$ cat src/rtl/ram_scrubber.sv
// ram_scrubber: walks a RAM, compares each word with an internal golden
// copy and rewrites any word that differs, keeping error statistics.
//
// Ports:
//   clk, rst             clock, synchronous active-high reset
//   start                request one scrub pass (taken only when idle)
//   clr_err              clear err_count / err_flag / last_err_addr
//   golden_we/addr/data  golden-copy write port (taken only when idle)
//   ram_addr             RAM address
//   ram_rd_enable        RAM read strobe (data returns next cycle)
//   ram_wr_enable        RAM write strobe
//   ram_wr_data          RAM write data
//   ram_rd_data          RAM read data
//   busy                 high whenever a pass is in progress
//   done                 one-cycle pulse at the end of a pass
//   err_count            saturating count of corrected words
//   err_flag             sticky correction flag
//   last_err_addr        index of the most recently corrected word
module ram_scrubber #(
   parameter int NUM_ADDRS = 4,
   parameter int DATA_W    = 10
) (
   input  logic                 clk,
   input  logic                 rst,
   input  logic                 start,
   input  logic                 clr_err,
   input  logic                 golden_we,
   input  logic [NUM_ADDRS-1:0] golden_addr,
   input  logic [DATA_W-1:0]    golden_data,
   output logic [NUM_ADDRS-1:0] ram_addr,
   output logic                 ram_rd_enable,
   output logic                 ram_wr_enable,
   output logic [DATA_W-1:0]    ram_wr_data,
   input  logic [DATA_W-1:0]    ram_rd_data,
   output logic                 busy,
   output logic                 done,
   output logic [7:0]           err_count,
   output logic                 err_flag,
   output logic [NUM_ADDRS-1:0] last_err_addr
);

   // Golden array only needs log2 index bits; the address ports are
   // NUM_ADDRS wide, so indices are truncated for the array select.
   localparam int AW = (NUM_ADDRS > 1) ? $clog2(NUM_ADDRS) : 1;
   localparam logic [NUM_ADDRS-1:0] LAST = NUM_ADDRS'(NUM_ADDRS - 1);
   localparam logic [NUM_ADDRS-1:0] ONE  = NUM_ADDRS'(1);

   typedef enum logic [2:0] {
      S_IDLE,
      S_RD,
      S_CMP,
      S_WR,
      S_DONE
   } state_t;

   state_t               state_q, state_d;
   logic [NUM_ADDRS-1:0] idx_q, idx_d;
   logic [DATA_W-1:0]    golden_q [NUM_ADDRS];
   logic [DATA_W-1:0]    gold_cur;

   logic [7:0]           cnt_q, cnt_d;
   logic                 flag_q, flag_d;
   logic [NUM_ADDRS-1:0] last_q, last_d;

   assign gold_cur = golden_q[idx_q[AW-1:0]];

   // State register
   always_ff @(posedge clk) begin
      if (rst) begin
         state_q <= S_IDLE;
         idx_q   <= '0;
      end else begin
         state_q <= state_d;
         idx_q   <= idx_d;
      end
   end

   // Next-state logic
   always_comb begin
      state_d = state_q;
      idx_d   = idx_q;
      unique case (state_q)
         S_IDLE: begin
            if (start) begin
               state_d = S_RD;
               idx_d   = '0;
            end
         end
         S_RD: state_d = S_CMP;
         S_CMP: begin
            if (ram_rd_data != gold_cur) begin
               state_d = S_WR;
            end else if (idx_q == LAST) begin
               state_d = S_DONE;
            end else begin
               state_d = S_RD;
               idx_d   = idx_q + ONE;
            end
         end
         S_WR: begin
            if (idx_q == LAST) begin
               state_d = S_DONE;
            end else begin
               state_d = S_RD;
               idx_d   = idx_q + ONE;
            end
         end
         S_DONE: begin
            state_d = S_IDLE;
            idx_d   = '0;
         end
         default: begin
            state_d = S_IDLE;
            idx_d   = '0;
         end
      endcase
   end

   // Moore outputs
   always_comb begin
      ram_addr      = '0;
      ram_rd_enable = 1'b0;
      ram_wr_enable = 1'b0;
      ram_wr_data   = '0;
      done          = 1'b0;
      busy          = (state_q != S_IDLE);
      unique case (state_q)
         S_RD: begin
            ram_rd_enable = 1'b1;
            ram_addr      = idx_q;
         end
         S_WR: begin
            ram_wr_enable = 1'b1;
            ram_addr      = idx_q;
            ram_wr_data   = gold_cur;
         end
         S_DONE:  done = 1'b1;
         default: ;
      endcase
   end

   // Golden copy: writable only while idle; out-of-range indices dropped
   always_ff @(posedge clk) begin
      if (rst) begin
         for (int i = 0; i < NUM_ADDRS; i++) begin
            golden_q[i] <= {DATA_W{~i[0]}};
         end
      end else if (state_q == S_IDLE && golden_we
                   && golden_addr <= LAST) begin
         golden_q[golden_addr[AW-1:0]] <= golden_data;
      end
   end

   // Error statistics; a correction wins over a coincident clear,
   // so the clear only discards history before this word.
   always_comb begin
      cnt_d  = cnt_q;
      flag_d = flag_q;
      last_d = last_q;
      if (state_q == S_WR) begin
         if (clr_err) begin
            cnt_d = 8'd1;
         end else if (cnt_q != 8'hFF) begin
            cnt_d = cnt_q + 8'd1;
         end
         flag_d = 1'b1;
         last_d = idx_q;
      end else if (clr_err) begin
         cnt_d  = '0;
         flag_d = 1'b0;
         last_d = '0;
      end
   end

   always_ff @(posedge clk) begin
      if (rst) begin
         cnt_q  <= '0;
         flag_q <= 1'b0;
         last_q <= '0;
      end else begin
         cnt_q  <= cnt_d;
         flag_q <= flag_d;
         last_q <= last_d;
      end
   end

   assign err_count     = cnt_q;
   assign err_flag      = flag_q;
   assign last_err_addr = last_q;

endmodule

$ cat config.mk
export PLATFORM = sky130hd
export DESIGN_NAME = ram_scrubber
export DESIGN_NICKNAME = d
export VERILOG_FILES = /design/src/rtl/ram_scrubber.sv
export SDC_FILE = /design/constraint.sdc
export NUM_CORES = 1
export LEC_CHECK = 0
export CORE_UTILIZATION = 40
export CTS_CLUSTER_DIAMETER = 150
export DETAILED_ROUTE_END_ITERATION = 12
export GPL_ROUTABILITY_DRIVEN = 0
export PLACE_DENSITY = 0.72
export SYNTH_ARGS = -nofsm -noshare
export SYNTH_HDL_FRONTEND = slang
export SYNTH_SLANG_ARGS = --single-unit
$ cat constraint.sdc
create_clock -name clk -period 2.7 [get_ports clk]
set_input_delay 0.405 -clock clk [delete_from_list [all_inputs] [get_ports clk]]
set_output_delay 0.405 -clock clk [all_outputs]
set_load 0.05 [all_outputs]
Word-level counts from Yosys, hierarchy flattened
Memory sizes are Yosys's and may differ from the RTL's. A register that Yosys moved wholly into a read port is not among the register bits.
Cells that the tools add are included.
Word-level totals
  RAM bits: 40
  memories: 1
  input port bits: 29
  logic and storage cells: 60
  flip-flop bits (word level): 20
  output and inout port bits: 31
Memory list
  golden_q: words 4, bits a word 10, read ports 1, clocked after memory_dff 1, write ports 4, line 58  | logic [DATA_W-1:0] golden_q [NUM_ADDRS];
Operators by class
  add/sub/neg operators: 2
  equality and inequality tests: 9
  bitwise operators: 1
  reduce and logical (&&, ||, !) cells: 10
  mux-type cells: 31
  $lt $le $gt $ge: 1
Operators with widths (count)
  2-to-1 mux 8 bit: 4
  2-to-1 mux 4 bit: 6
  2-to-1 mux 10 bit: 2
  one-hot mux 4 bit (4 select lines): 1
  one-hot mux 3 bit (4 select lines): 1
  2-to-1 mux 1 bit: 11
  inequality test 10 bit: 1
  OR reduction 10 bit: 1
  2-to-1 mux 3 bit: 3
  adder 8 x 1 -> 8 bit, second input constant: 1
  inequality test 8 bit, second input constant: 1
  == test 3 x 2 -> 1 bit, second input constant: 2
  2-to-1 mux 2 bit: 3
  adder 4 x 1 -> 4 bit, second input constant: 1
  == test 4 x 2 -> 1 bit, second input constant: 1
  less-or-equal comparator 4 x 2 -> 1 bit, second input constant: 1
  inequality test 2 bit, second input constant: 2
  nonzero test 2 bit: 2
  == test 3 x 1 -> 1 bit, second input constant: 1
  == test 3 bit, second input constant: 1
  logical NOT 3 bit: 1
  AND reduction 3 bit: 1
  nonzero test 3 bit: 1
  logical AND 1 bit: 2
  other kinds (3): 3

Longest topological paths before layout
Gate-level depths: netlist (run 1).
  depth after elaboration: 8
  mapped depth: 8
  mapped depth without buffers: 8

Least setup slack after synthesis (run 1)
OpenSTA, ideal clock, no wires.
  kind: reg2reg
  from: register state_q[1]
  to: memory golden_q[0][0], enable pin
  setup slack: 0.031 ns
  data required time: 2.359 ns
  period minus slack after synthesis: 2.669 ns
  buffers on the path: 2
  stages on the path, launching flop included: 7
  arrival: 2.329 ns
  cell sequence: dfxtp_1 -> buf_2 -> or3_1 -> or4b_4 -> nor4_2 -> buf_2 -> or2_1
RTL lines
  start: declaration: line 56  | state_t state_q, state_d;
  start signal: assignment: line 73  | state_q <= state_d;
  end: declaration: line 58

Worst setup path after layout (run 1)
  from: register state_q[0]
  to: output port ram_addr[1]
On the way
  word-level cells in the longest chain between the ends: 3
  elaborated cells between the ends (all ways): 4
  classes of those cells: eq/ne (2); mux (1); reduce/logical (1)
Ends and longest elaborated chain
  == test 3 x 2 -> 1 bit or == test 3 x 1 -> 1 bit (tied branches): line 127  | unique case (state_q)
  OR reduction 2 bit (no source line) *
  2-to-1 mux 4 bit *: line 127
  end: declaration: line 30  | output logic [NUM_ADDRS-1:0] ram_addr,
Mark *: on every way between the ends. The rest lies on a longest branch, timed or not.

==> results of run 1 <==
==> area by class of cell <==
type | instances | area, sq um | area share, %
Clock buffer | 11 | 131 | 3.31
Tap cell | 99 | 124 | 3.12
Multi-Input combinational cell | 175 | 1340 | 33.6
Inverter | 5 | 18.8 | 0.472
Clock inverter | 5 | 73.8 | 1.86
Timing Repair Buffer | 69 | 651 | 16.4
Sequential cell | 62 | 1640 | 41.3
==> stage by stage <==
stage	power (W)	area [sq um]	hold WS (ns)
floorplan	0.00124	3060	0.458
global placement	0.00135	3770	0.477
detailed placement	0.00136	3770	0.483
CTS	0.00220	3980	0.494
global route	0.00227	3980	0.513
finish	0.00219	3980	0.497
==> state kept, by name (all words and copies together), names as in the netlist, named ones only <==
register,cells
state_q,3
golden_q,40
last_err_addr,4
err_count,8
err_flag,1
idx_q,4
==> worst max-delay path, delay by kind of cell, from the launching register on <==
family                 cells  cell delay [ns]
buffers and inverters      2             0.95
flip-flops                 1             0.35
AND/OR/NAND/NOR            2             0.47
==> final timing paths <==
path	from	endpoint	depth (start not counted)
worst max register to register	state_q[1]$_SDFFE_PP0N_	golden_q[1][9]$_SDFFCE_PN0P_	4
worst max-delay path	state_q[0]$_SDFFE_PP0N_	ram_addr[1]	4
worst min-delay path	err_flag$_SDFFE_PP0P_	err_flag$_SDFFE_PP0P_	2
worst min register to register	err_flag$_SDFFE_PP0P_	err_flag$_SDFFE_PP0P_	2
==> power breakdown <==
group | internal (W) | switching [W] | total (W)
registers | 0.00103 | 0.0000151 | 0.00104
clock network | 0.000514 | 0.000344 | 0.000858
logic | 0.000121 | 0.000169 | 0.000289
==> layout by cell type (no fill, tap or decap), types with 10 or more instances in the layout <==
| cell type | n |
|---|---|
| mux4_2 | 10 |
| clkdlybuf4s50_1 | 48 |
| or2_1 | 12 |
| nand2b_1 | 12 |
| edfxtp_1 | 40 |
| nor2_1 | 16 |
| nand2_1 | 11 |
| buf_4 | 20 |
| dfxtp_1 | 22 |
| xnor2_1 | 12 |
| and2_1 | 33 |
==> logic make-up (layout without fill, tap and decap cells) <==
logic type,Yosys count,count (layout),share of synthesized area (%)
AND/OR/NAND/NOR,122,122,23.9
flip-flops,62,62,53.7
AO/OA/AOI/OAI,24,24,5.28
buffers and inverters,18,90,2.62
XOR/XNOR,16,16,5.94
multiplexers,11,11,7.70
adder cells (fa/ha/maj),2,2,0.819
==> routing by layer <==
metal / vias up / GRT usage (%)
met2: 62 / 28.5
met4: 0 / 10.2
met1: 1043 / 23.1
met5: - / 0
li1: 1055 / -
met3: 13 / 3.05
==> results.tsv, run 1 <==
metric	value	unit
worst-path cell chain	inv_1 -> nor2_1 -> and2_1 -> clkdlybuf4s50_1	
final count of pins violating max slew	0	
met2 WL post-DR	3230	microns
syn avg cell area	12.0	sq um
Antenna Diode Count	0	
Yosys warning total	0	
CTS tree	done	
placed insts	410	
Num CTS Buffers	9	
post-layout utilization of the core	54.2	%
VDD IR max	0.266	mV
Finished Layout Cells	426	
worst-path fanout max	11	
Post-synth EDFFs	40	
hold crit path type	flop to flop	
sequential element share of the synthesized area	53.7	%
Final nets	353	
Port-buffer cells	59	
CTS Sinks	62	
critical path class	flop to primary output	
Post-Route WL	6570	microns
Synth Flop Type	edfxtp_1	
share of cells above drive strength 1	17.7	%
Mapped Cells	255	
Setup TNS	0	ns
antenna violations before repair	0	
worst path required time	2.30	ns
Pre-antenna DRT Iters	4	
Post-synth top cells	40 x edfxtp_1, 33 x and2_1, 22 x dfxtp_1, 16 x nor2_1	
first-pass GRT wire length	10300	microns
placeable core area	7330	sq um
flops & latches, synth	62	
RSZ-0062 raised after global routing	no	
antenna-violating nets left	0	
Lkg Pwr	1.30	nW
syn_nets	286	
row count	31	
Netlist cell types	46	
DIE WIDTH	89.4	microns
largest net degree at the start of global routing	13	
Worst path slowest cell	clkdlybuf4s50_1	
M1 wire length	2870	microns
DPL Wire Length	4760	microns
max_cap viols	0	
status	complete, no violations	
filler instances	619	
initial DRC count	159	
DR WL/cell	15.4	microns
Reg2Reg Setup Slack	0.23	ns
Worst setup SP type	flop	
period utilization	93.0	%
cell taking the most area after synthesis	edfxtp_1	
Hold Violations, Final	0	
DRC	0	
met3 WL	302	microns
Syn-to-layout area delta	30.0	%
pwr dens	551	nW/um^2
Die Ht	89.4	microns
vias per cell	5.10	
Max Fclk	0.398	GHz
clock skew	0.0106	ns
Bufs on Longest Clock Path	2	
dominant cells by area after synthesis	edfxtp_1 39%, dfxtp_1 14%, mux4_2 7.4%, and2_1 6.8%, xnor2_1 3.4%	
Slew headroom	37.6	%
post-CTS sizing	0	
grt total ovfl	0	
# hold bufs at CTS	0	
Worst EP arrival	2.11	ns
vias	2173	
vias in the first global route	2112	
IO Count	60	
Mapped Area	3060	sq um
Starting Density	41.7	%
ys async rst share	0	%
H-Tree Level Count	3	
min Tclk post-route	2.51	ns
GRT Total Usage	17.9	%
CP max stage delay	0.80	ns
Final WS setup	0.188	ns
Root Driver	clkbuf_8	
Worst setup EP type	primary output	
Clk Latency, worst-skew pair	0.34	ns
share of the synthesized area in the top cell type	39.3	%
pre-CTS setup slack	0.207	ns
top layer in use	met4	
# setup viols final	0	
Die Area	8000	sq um
number of setup buffers added after CTS	0	
clock slew at reported path FFs	0.07	ns
Slew @ Worst Pin	0.928	ns
most common cell in the netlist	edfxtp_1	
No activity file was read; power rests on OpenSTA's default activity.
==> inputs of run 2 (changes only) <==
- CORE_UTILIZATION: 40 -> 31
- GPL_ROUTABILITY_DRIVEN: 0 -> not set
- PLACE_DENSITY: 0.72 -> 0.6
==> run 2 against run 1 <==
  * Worst hold slack lost 0.021 ns
  * Critical path depth is the same
  * Critical path type unchanged
  * Final area grew 2.9%
  * Largest cell class unchanged
  * Clock power grew 14%
  * Combinational power grew 7.3%
  * First-iteration DRC count shrank 33%
  * Worst setup slack gained 0.053 ns
==> results.tsv, run 2 (synthesis results as in run 1) <==
metric	value	unit	change
# setup viols final	0		unchanged
GRT Total Usage	14.8	%	-3.1 points
most frequent cells in the layout	48 x clkdlybuf4s50_1, 40 x edfxtp_1, 33 x and2_1		
hold crit path type	flop to flop		
Worst path slowest cell	clkdlybuf4s50_1		
row count	35		+13%
VDD IR max	0.249	mV	-6.2%
max_cap viols	0		unchanged
status	complete, no violations		
Slew headroom	38.3	%	+0.70 points
# hold bufs at CTS	0		unchanged
pwr dens	568	nW/um^2	+3.0%
placed insts	446		+8.8%
CP max stage delay	0.81	ns	about the same
worst path required time	2.30	ns	about the same
DPL Wire Length	5230	microns	+9.9%
IO Count	60		unchanged
Final nets	359		+1.7%
RSZ-0062 raised after global routing	no		
vias	2176		+0.14%
Bufs on Longest Clock Path	2		unchanged
Die Ht	101	microns	+13%
Syn-to-layout area delta	33.8	%	
vias per cell	4.71		-7.7%
CTS tree	done		
sequential share of power	44.7	%	-2.9 points
Antenna Diode Count	0		unchanged
CTS Sinks	62		unchanged
critical path class	flop to primary output		
Slew @ Worst Pin	0.917	ns	-0.0104 ns
clock slew at reported path FFs	0.07	ns	about the same
min Tclk post-route	2.46	ns	-0.0527 ns
Reg with most FFs	golden_q		
Crit path max-delay family	buffers and inverters		
worst-path cell chain	inv_1 -> nor2_1 -> and2_1 -> clkdlybuf4s50_1		
worst-path fanout max	11		unchanged
Gate power share	13.3	%	about the same
DR WL/cell	15.4	microns	+0.13%
Setup TNS	0	ns	unchanged
final count of pins violating max slew	0		unchanged
Hold Violations, Final	0		unchanged
period utilization	91.1	%	-2.0 points
Port-buffer cells	59		unchanged
Worst setup SP type	flop		
DIE WIDTH	101	microns	+13%
Worst EP arrival	2.05	ns	-0.06 ns
share of cells above drive strength 1	19.5	%	+1.8 points
Pre-antenna DRT Iters	4		unchanged
clock power share	42.0	%	+2.8 points
Reg2Reg Setup Slack	0.34	ns	+0.11 ns
Net Sw Frac	23.9	%	-0.18 points
Finished Layout Cells	462		+8.5%
P_sw	0.000555	W	+5.3%
post-CTS sizing	0		unchanged
initial DRC count	106		-33%
grt total ovfl	0		unchanged
Starting Density	32.5	%	-9.2 points
Max Fclk	0.407	GHz	+2.1%
Post-Route WL	7130	microns	+8.6%
Worst setup EP type	primary output		
Clk Latency, worst-skew pair	0.34	ns	about the same
Worst Path Buf+Inv	2		unchanged
number of setup buffers added after CTS	0		unchanged
first-pass GRT wire length	11100	microns	+7.5%
vias in the first global route	2142		+1.4%
Lkg Pwr	1.34	nW	+3.0%
placeable core area	9420	sq um	+28%
DRC	0		unchanged
Largest register FFs	40		unchanged
clock skew	0.0103	ns	-0.000335 ns
Root Driver	clkbuf_8		
largest net degree at the start of global routing	16		+3
H-Tree Level Count	3		unchanged
antenna-violating nets left	0		unchanged
Die Area	10300	sq um	+28%
Cell Int Power	0.00177	W	+6.3%
antenna violations before repair	0		unchanged
most common cell after layout, fill and taps aside	clkdlybuf4s50_1		
global placement routability congestion	0.873		
Num CTS Buffers	9		unchanged
run 2: worst paths after layout:
check	startpoint	cells after the start	end
setup reg to reg	state_q[2]$_SDFFE_PP0N_	6	golden_q[2][4]$_SDFFCE_PN1P_
hold / removal	err_flag$_SDFFE_PP0P_	2	err_flag$_SDFFE_PP0P_
setup / recovery	state_q[0]$_SDFFE_PP0N_	4	ram_addr[1]
hold reg to reg	err_flag$_SDFFE_PP0P_	2	err_flag$_SDFFE_PP0P_
run 2: through the flow:
stage                     power, W  hold WS, ns  instance area, sq um  utilization [%]  worst slack [ns]
after floorplan            0.00124        0.458                  3060                -            0.0308
after global placement     0.00137        0.467                  3850             40.9             0.285
after detailed placement   0.00137        0.467                  3850             40.9             0.268
after CTS                  0.00235        0.479                  4090             43.4             0.228
after global routing       0.00241        0.512                  4090             43.4             0.115
final                      0.00232        0.476                  4090             43.4             0.240
run 2: power groups by stage:
stage | clock network (W) | logic (W) | registers (W)
3_3_place_gp | 0 | 0.000311 | 0.00106
4_1_cts | 0.000998 | 0.000313 | 0.00104
2_1_floorplan | 0 | 0.000179 | 0.00106
6_report | 0.000976 | 0.000310 | 0.00104
3_5_place_dp | 0 | 0.000312 | 0.00106
5_1_grt | 0.00104 | 0.000330 | 0.00104
run 2: final cells by class:
type                    count  area (sq um)
fillers                   875          5330
flip-flops and latches     62          1640
multi-input cells         175          1340
repair buffers             75           696
well taps                 129           161
clock buffers              10           128
clock inverters             6           110
inverters                   5          18.8
run 2: worst register-to-register path: stages, from the launching register on:
cell	delay [ns]
dfxtp_1	0.37
or3_1	0.42
or4b_4	0.55
nor2_2	0.12
nand3b_1	0.20
nand2b_1	0.20
buf_4	0.19
run 2: metal layers:
| layer | wire (microns) | vias to the layer above | global-route usage [%] | part of all wire [%] |
|---|---|---|---|---|
| met1 | 3210 | 1023 | 19.6 | 45 |
| li1 | - | 1065 | - | - |
| met4 | 102 | 0 | 6.58 | 1.4 |
| met2 | 3440 | 80 | 23.3 | 48 |
| met3 | 382 | 8 | 3.38 | 5.4 |
| met5 | 0 | - | 0 | 0 |
==> inputs of run 3 (changes only) <==
--- a/config.mk
+++ b/config.mk
@@ -9,5 +9,5 @@
 export CTS_CLUSTER_DIAMETER = 150
 export DETAILED_ROUTE_END_ITERATION = 12
-export PLACE_DENSITY = 0.6
+export PLACE_DENSITY = 0.51
 export SYNTH_ARGS = -nofsm -noshare
 export SYNTH_HDL_FRONTEND = slang
==> constraint.sdc (replaced) <==
create_clock -name clk -period 2.7 [get_ports clk]
set_input_delay 0.405 -clock clk [delete_from_list [all_inputs] [get_ports clk]]
set_output_delay 0.405 -clock clk [all_outputs]
set_load 0.005 [all_outputs]
==> run 3 against run 2 <==
  * Clock-buffer cell count rose by 3
  * Flip-flop and latch count did not move
  * Power fell by 11%
  * Clock power fell by 21%
  * Largest cell class unchanged
==> results.tsv, run 3 (synthesis results as in run 1) <==
metric	value	unit	change
status	complete, no violations		
initial DRC count	86		-19%
RSZ-0062 raised after global routing	no		
antenna violations before repair	0		unchanged
max_cap viols	0		unchanged
Syn-to-layout area delta	32.7	%	
M1 wire length	3220	microns	+0.53%
worst-path cell chain	buf_4 -> mux4_2 -> and2_2 -> clkdlybuf4s50_1		
placeable core area	9420	sq um	unchanged
Bufs on Longest Clock Path	2		unchanged
DIE WIDTH	101	microns	unchanged
post-CTS sizing	0		unchanged
Largest register FFs	40		unchanged
post-layout utilization of the core	43.1	%	-0.37 points
CTS tree	done		
DPL Wire Length	5230	microns	about the same
final count of pins violating max slew	0		unchanged
Crit path max-delay family	buffers and inverters		
period utilization	94.3	%	+3.2 points
share of cells above drive strength 1	16.2	%	-3.3 points
P_sw	0.000488	W	-12%
Setup TNS	0	ns	unchanged
CP max stage delay	0.56	ns	-0.25 ns
VDD IR max	0.232	mV	-6.9%
Slew headroom	36.8	%	-1.5 points
Antenna Diode Count	0		unchanged
DR WL/cell	15.4	microns	-0.36%
Final nets	359		unchanged
sequential share of power	50.4	%	+5.7 points
Num CTS Buffers	9		unchanged
Post-Route WL	7110	microns	-0.36%
clock skew	0.00930	ns	-0.000982 ns
row count	35		unchanged
worst hold margin	0.470	ns	-0.00543 ns
clock slew at reported path FFs	0.07	ns	about the same
critical path class	flop to primary output		
antenna-violating nets left	0		unchanged
Final WS setup	0.154	ns	-0.0863 ns
grt total ovfl	0		unchanged
Worst setup SP type	flop		
Die Ht	101	microns	unchanged
pwr dens	508	nW/um^2	-11%
Clk Latency, worst-skew pair	0.34	ns	about the same
clock power share	37.3	%	-4.7 points
Gate power share	12.3	%	-1.0 points
Reg with most FFs	golden_q		
Max Fclk	0.393	GHz	-3.4%
DRC	0		unchanged
worst path required time	2.30	ns	about the same
hold crit path type	flop to flop		
Root Driver	clkbuf_8		
most common cell after layout, fill and taps aside	clkdlybuf4s50_1		
worst-path fanout max	7		-4
most frequent cells in the layout	59 x clkdlybuf4s50_1, 40 x edfxtp_1, 33 x and2_1		
Die Area	10300	sq um	unchanged
met2 WL post-DR	3570	microns	+3.7%
top layer in use	met4		
vias	2162		-0.64%
Worst Path Buf+Inv	2		unchanged
vias per cell	4.68		-0.64%
met3 WL	184	microns	-52%
vias in the first global route	2195		+2.5%
H-Tree Level Count	3		unchanged
Port-buffer cells	59		unchanged
Slew @ Worst Pin	0.940	ns	+0.0229 ns
Worst path slowest cell	mux4_2		
Lkg Pwr	1.30	nW	-3.0%
pre-CTS setup slack	0.262	ns	-0.00599 ns
Pre-antenna DRT Iters	4		unchanged
Starting Density	32.5	%	unchanged
global placement routability congestion	0.822		-5.8%
IO Count	60		unchanged
GRT Total Usage	14.9	%	+0.074 points
# setup viols final	0		unchanged
number of setup buffers added after CTS	0		unchanged
Hold Violations, Final	0		unchanged
CTS Sinks	62		unchanged
# hold bufs at CTS	0		unchanged
Cell Int Power	0.00157	W	-11%
Net Sw Frac	23.7	%	-0.21 points
Worst setup EP type	primary output		
first-pass GRT wire length	11300	microns	+2.1%
Worst EP arrival	2.14	ns	+0.09 ns
largest net degree at the start of global routing	22		+6
min Tclk post-route	2.55	ns	+0.0863 ns
run 3: changes by cell type in the layout (fill, tap and decap cells not counted), moves of 3 or more:
cell / delta
bufinv_16: -3
buf_4: -10
clkinv_2: +3
clkdlybuf4s50_1: +11
run 3: power by group through the flow:
stage               clock network (W)  registers, W  logic, W
global placement                    0       0.00106  0.000256
floorplan                           0       0.00105  0.000126
detailed placement                  0       0.00106  0.000255
global route                 0.000831       0.00104  0.000274
CTS                          0.000788       0.00104  0.000256
finish                       0.000769       0.00104  0.000253
run 3: final timing paths:
kind | depth (start not counted) | slack, ns | start | endpoint
max | 4 | 0.15 | flop | ram_wr_data[6]
min reg2reg | 2 | 0.47 | err_flag$_SDFFE_PP0P_ | err_flag$_SDFFE_PP0P_
max reg2reg | 6 | 0.31 | state_q[2]$_SDFFE_PP0N_ | golden_q[2][3]$_SDFFCE_PN1P_
min | 2 | 0.47 | err_flag$_SDFFE_PP0P_ | err_flag$_SDFFE_PP0P_
run 3: per-layer routing:
metal / up-vias / GRT usage [%]
met5: - / 0
met4: 0 / 7.69
li1: 1072 / -
met2: 36 / 25.0
met3: 10 / 2.42
met1: 1044 / 18.6
run 3: stage by stage:
step	instances	total power [W]	area, sq um
floorplan	255	0.00118	3060
global placement	446	0.00132	3870
detailed placement	446	0.00132	3870
CTS	462	0.00208	4050
global route	462	0.00215	4060
finish	462	0.00206	4060
run 3: final cells by class:
| cell class | count | area (sq um) |
|---|---|---|
| timing repair buffer | 75 | 711 |
| fill | 891 | 5360 |
| inverter | 5 | 20.0 |
| clock buffer | 13 | 170 |
| multi-input combinational | 175 | 1340 |
| tap | 129 | 161 |
| sequential | 62 | 1640 |
| clock inverter | 3 | 16.3 |
run 3: worst min-delay path, stage by stage, from the launching register on:
cell and delay (ns):
dfxtp_1 0.31, nand2b_1 0.06, a21oi_1 0.06
